===== src/rtl/apb_mem_slave.sv =====
// APB slave that turns each selected transfer into one strobe on a synchronous
// 8-bit memory port, with master-requested wait states and a one-cycle ready pulse.
module apb_mem_slave #(
    parameter logic [1:0] SLAVE_ID = 2'b01
) (
    input  logic       clk,
    input  logic       reset,
    input  logic       write,
    input  logic [1:0] sel,
    input  logic       enable,
    input  logic [7:0] addr,
    input  logic [7:0] wdata,
    input  logic [7:0] wait_cycles,
    output logic       ready,
    output logic [7:0] rdata,
    output logic       mem_clk,
    output logic       mem_ce,
    output logic       mem_wren,
    output logic       mem_rden,
    output logic [7:0] mem_addr,
    output logic [7:0] mem_wdata,
    input  logic [7:0] mem_rdata
);

    typedef enum logic [2:0] {
        S_IDLE,
        S_SETUP,
        S_WAIT,
        S_MEM,
        S_CAPT,
        S_RESP
    } state_t;

    state_t     r_state;
    state_t     w_next;
    logic       r_write;
    logic [7:0] r_addr;
    logic [7:0] r_wdata;
    logic [7:0] r_wc;
    logic [7:0] r_cnt;
    logic [7:0] r_rdata;
    logic [7:0] r_mem_addr;
    logic [7:0] r_mem_wdata;
    logic       w_sel;
    logic       w_latch;

    assign w_sel = (sel == SLAVE_ID);

    always_comb begin
        w_next  = r_state;
        w_latch = 1'b0;
        case (r_state)
            S_IDLE: begin
                if (w_sel && !enable) begin
                    w_latch = 1'b1;
                    w_next  = S_SETUP;
                end
            end
            S_SETUP: begin
                if (!w_sel) begin
                    w_next = S_IDLE;
                end else if (enable) begin
                    w_next = S_WAIT;
                end else begin
                    w_latch = 1'b1;
                end
            end
            S_WAIT: begin
                if (r_cnt == 8'd0) begin
                    w_next = S_MEM;
                end
            end
            S_MEM:  w_next = r_write ? S_RESP : S_CAPT;
            S_CAPT: w_next = S_RESP;
            S_RESP: begin
                // Setup presented during RESP chains straight into the next transfer.
                if (w_sel && !enable) begin
                    w_latch = 1'b1;
                    w_next  = S_SETUP;
                end else begin
                    w_next = S_IDLE;
                end
            end
            default: w_next = S_IDLE;
        endcase
    end

    always_ff @(posedge clk) begin
        if (reset) begin
            r_state     <= S_IDLE;
            r_write     <= 1'b0;
            r_addr      <= '0;
            r_wdata     <= '0;
            r_wc        <= '0;
            r_cnt       <= '0;
            r_rdata     <= '0;
            r_mem_addr  <= '0;
            r_mem_wdata <= '0;
        end else begin
            r_state <= w_next;
            if (w_latch) begin
                r_write <= write;
                r_addr  <= addr;
                r_wdata <= wdata;
                r_wc    <= wait_cycles;
            end
            if (r_state == S_SETUP && w_sel && enable) begin
                r_cnt <= r_wc;
            end else if (r_state == S_WAIT && r_cnt != 8'd0) begin
                r_cnt <= r_cnt - 8'd1;
            end
            // Memory address/data registered on entry to MEM so they hold afterwards.
            if (r_state == S_WAIT && r_cnt == 8'd0) begin
                r_mem_addr  <= r_addr;
                r_mem_wdata <= r_wdata;
            end
            if (r_state == S_CAPT) begin
                r_rdata <= mem_rdata;
            end
        end
    end

    assign mem_clk   = clk;
    assign mem_ce    = (r_state == S_MEM);
    assign mem_wren  = (r_state == S_MEM) && r_write;
    assign mem_rden  = (r_state == S_MEM) && !r_write;
    assign mem_addr  = r_mem_addr;
    assign mem_wdata = r_mem_wdata;
    assign ready     = (r_state == S_RESP);
    assign rdata     = r_rdata;

endmodule


===== config.mk =====
export PLATFORM = sky130hd
export DESIGN_NAME = apb_mem_slave
export DESIGN_NICKNAME = d
export VERILOG_FILES = /design/src/rtl/apb_mem_slave.sv
export SDC_FILE = /design/constraint.sdc
export NUM_CORES = 1
export LEC_CHECK = 0
export ABC_CLOCK_PERIOD_IN_PS = 1800
export CORE_ASPECT_RATIO = 2
export CORE_MARGIN = 8
export CORE_UTILIZATION = 43
export CTS_BUF_LIST = sky130_fd_sc_hd__clkbuf_16
export CTS_CLUSTER_DIAMETER = 60
export DETAILED_ROUTE_END_ITERATION = 8
export HOLD_SLACK_MARGIN = 0.15
export PLACE_DENSITY = 0.75
export SYNTH_ARGS = -nofsm -noshare
export SYNTH_HDL_FRONTEND = slang
export SYNTH_SLANG_ARGS = --single-unit

===== constraint.sdc =====
create_clock -name clk -period 1.8 [get_ports clk]
set_clock_uncertainty 0.05 [all_clocks]
set_input_delay 0.27 -clock clk [delete_from_list [all_inputs] [get_ports clk]]
set_output_delay 0.27 -clock clk [all_outputs]
set_load 0.05 [all_outputs]

Word level (Yosys, flattened, before mapping)
Index checks and enable logic that the tools add are counted.
{"block": "totals", "register_bits": 60, "wordCells": 47, "in_bits": 38}
{"block": "op_classes", "addsub": 1, "reduce_logical": 15, "mux": 13, "n_eq_ne": 9}
{"op": "$pmux 3 s6", "count": 1}
{"op": "$mux 8", "count": 2}
{"op": "$mux 3", "count": 4}
{"op": "$logic_not 8->1", "count": 1}
{"op": "$reduce_bool 8->1", "count": 1}
{"op": "$sub 8x1->8 const B", "count": 1}
{"op": "$logic_and 1x1->1", "count": 7}
{"op": "$eq 3x2->1 const B", "count": 2}
{"op": "$eq 3x3->1 const B", "count": 2}
{"op": "$mux 1", "count": 5}
{"op": "$ne 2x2->1 const B", "count": 2}
{"op": "$eq 3x1->1 const B", "count": 1}
{"op": "$logic_not 3->1", "count": 1}
{"op": "$ne 3x3->1 const B", "count": 1}
{"op": "$reduce_and 3->1", "count": 1}
{"op": "$eq 2x1->1 const B", "count": 1}
{"op": "$logic_not 1->1", "count": 2}
{"op": "$pmux 1 s2", "count": 1}
{"op": "$reduce_bool 2->1", "count": 1}
{"op": "$reduce_or 2->1", "count": 1}

Logic depth before layout (Yosys ltp)
{"block": "logic_depth", "depth_word": 4, "depth_mapped": 7, "ltp_nobuf": 6}

==> run metrics <==
antenna viol nets, final 0; reg-to-reg endpoint mem_addr[0]; total I/O pin count 67; Crit path buffers/inverters 2; first-pass GRT wire length 11160 um; Iter 0 DRT Violations 196; Register-to-Register Path Depth 8; fmax 584.8 MHz; DR WL/cell 15.35 um; Synth Cell Area 0.002455 sq mm; syn avg cell area 8.830 sq um; nets 400; Yosys reg bits 60; Worst-Skew Late Latency 0.43 ns; Chip Height 122.9 um; Hold Crit Class in2reg; Final Max Tran Viols 0; highest-count cells in the layout ignoring fill and taps 57 x dfxtp_1, 54 x nand2_1, 37 x buf_4, 36 x clkdlybuf4s50_1, 35 x a21oi_1; post-DP HPWL 4565 um; Via Count 2252; final setup fails 0; via/cell ratio 5.299; reg2reg start r_cnt[0]; port bufs 66; Mapped Cells 278; Final period util 95.00%; commonest non-fill, non-tap cell in the layout dfxtp_1; core area 0.005612 sq mm; full die area 0.008529 sq mm; Worst-Margin Slew 0.4920 ns; total track usage 16.00%; gp weighted congestion 0.8522; setup slack, reg-to-reg 0.11 ns; startpoint types register; WL final 6523 um; slowest CP cell dfxtp_2; Fill cells 446; Final Non-Filler Cells 425; required time worst endpoint 1.48 ns; number of global-route vias before repair 2392; Layout area overhead 49.39%; register area share after synthesis 48.93%; Yosys cell types 42; critical path, cell by cell buf_6, nand2_2, nor2_4, and2_4, buf_12; Worst VDD drop 0.001275 V; Initial DRT Pass Iterations 4; Arrival @ worst endpoint 1.39 ns; Setup TNS Final 0 ns; Final Hold Viols 0; Remaining DRCs 0; initial antenna violation count 0; Worst Hold Depth 3; Initial Utilization 43.75%; number of max-cap violations 0; crit-path leading delay family simple AND/OR/NAND/NOR gates; largest net degree at the start of global routing 31; Net Count, Synth 318; run status finished clean; P_leak 1.551 nW; GRT overflow 0; Max-slew headroom 67.33%; site row count 39; startpoint of the worst hold path wdata[1]; Hold EP r_wdata[1]; Worst Path Max Fanout 6; placed cells 404; Antenna Cells 0; share of cells above drive strength 1 22.53%; Tmin final 1.710 ns; crit path kind reg2out; RSZ-0062 raised after global routing false; Yosys warning count 0; clock-pin transition on the worst setup and hold timing paths 0.05 ns; largest stage delay on the critical path 0.35 ns; CTS tree done; Crit. End Element primary output; Pwr Density 1001 mW/mm^2; width of the die 69.43 um
-- repair_timing --
| item | 4_1_cts | 5_1_grt |
|---|---|---|
| buffers inserted | 2 | 0 |
| hold buffers | 1 | 0 |
| pin swaps | 1 | 1 |
| hold endpoints to repair | 8 | 0 |
| gates resized for setup | 7 | 5 |
| endpoints found under the setup margin | 3 | 7 |
-- power breakdown --
group	total [mW]	switching [mW]	internal, mW
logic	0.177	0.0727	0.105
registers	1.36	0.0131	1.35
clock network	2.13	0.702	1.43
total	3.67	0.788	2.88
-- per-stage QoR --
stage | hold slack (ns) | cell area, sq um | power (mW) | worst slack (ns) | utilization [%]
after global routing | 0.3501 | 3667 | 3.812 | 0.01778 | 65.35
after CTS | 0.3304 | 3656 | 3.721 | 0.008961 | 65.15
after floorplan | 0.3560 | 2462 | 1.572 | -0.03781 | -
after global placement | 0.3913 | 3249 | 1.688 | -0.1722 | 57.90
after detailed placement | 0.3973 | 3249 | 1.692 | -0.1923 | 57.90
final | 0.3422 | 3667 | 3.673 | 0.09004 | 65.35
-- cells by family (layout without fill, tap and decap cells) --
family | after synthesis | count (layout) | share of synthesized area [%]
and+or+nand+nor | 116 | 116 | 22.73
adders and majority gates | 2 | 2 | 1.019
DFF | 60 | 60 | 48.93
buffers and inverters | 23 | 109 | 4.383
AOI/OAI and AO/OA | 53 | 53 | 13.15
muxes | 24 | 24 | 9.786
-- state kept, by name (all words and copies together), names as in the netlist --
name and count:
r_state 3, r_wdata 8, r_wc 8, r_write 1, r_cnt 8, r_addr 8
mem_addr 8, rdata 8, mem_wdata 8
-- worst reg2reg max path, cell delays in order, from the launching register on --
cell and delay, ns:
dfxtp_1 0.30, inv_1 0.10, ha_2 0.21, nor3b_1 0.18, buf_4 0.16, nand3_2 0.11, buf_12 0.21, mux2i_1 0.17
nor2_1 0.06
-- final cells by class --
cell class / instances / area (sq um) / area share, %
sequential: 60 / 1205 / 32.86
tap: 61 / 76.32 / 2.081
clock inverter: 6 / 56.30 / 1.535
inverter: 6 / 22.52 / 0.6141
clock buffer: 13 / 325.3 / 8.871
timing repair buffer: 84 / 813.3 / 22.18
multi-input combinational: 195 / 1169 / 31.87
-- synthesized netlist by cell type (all sizes together) --
cell type | count | area share [%]
o22ai | 1 | 0.26
nor2b | 1 | 0.26
nor3 | 6 | 1.4
nand4bb | 1 | 0.46
nor2 | 30 | 4.7
nand2b | 3 | 0.76
dfxtp | 60 | 49
nand2 | 55 | 8.4
mux2i | 24 | 9.8
nor4 | 3 | 1.4
and3 | 1 | 0.26
clkbuf | 9 | 1.4
or3 | 4 | 1.1
a31oi | 2 | 0.51
o211ai | 3 | 0.92
nor3b | 3 | 1.1
nand3 | 3 | 0.82
buf | 8 | 2.1
or4 | 1 | 0.46
ha | 2 | 1.0
o21ai | 2 | 0.87
and2 | 1 | 0.26
o21ba | 1 | 0.41
a32oi | 4 | 1.4
a2bb2oi | 1 | 0.36
inv | 6 | 0.92
or3b | 3 | 1.1
a22oi | 2 | 0.61
a21oi | 35 | 7.1
or2 | 1 | 0.26
a21boi | 1 | 0.31
o311ai | 1 | 0.36
-- how the worst max path moves through the flow --
stage	start	to	slack [ns]	cells past startpoint
floorplan	r_state[0]	mem_wren	-0.04	3
global placement	sel[0]	r_wdata[2]	-0.17	6
detailed placement	sel[0]	r_addr[5]	-0.19	7
CTS	r_state[2]	ready	0.009	3
global route	r_cnt[0]	r_cnt[4]	0.02	6
finish	r_state[1]	mem_wren	0.09	5
-- routing by layer --
layer	routed length [um]	vias up	share of wire, %	track usage [%]
met1	2705	1044	41	17.93
li1	-	1112	-	-
met5	0	-	0	0
met2	3211	87	49	24.93
met3	513	9	7.9	7.201
met4	93	0	1.4	8.516
Note: power is estimated with default switching activity, not from simulation.
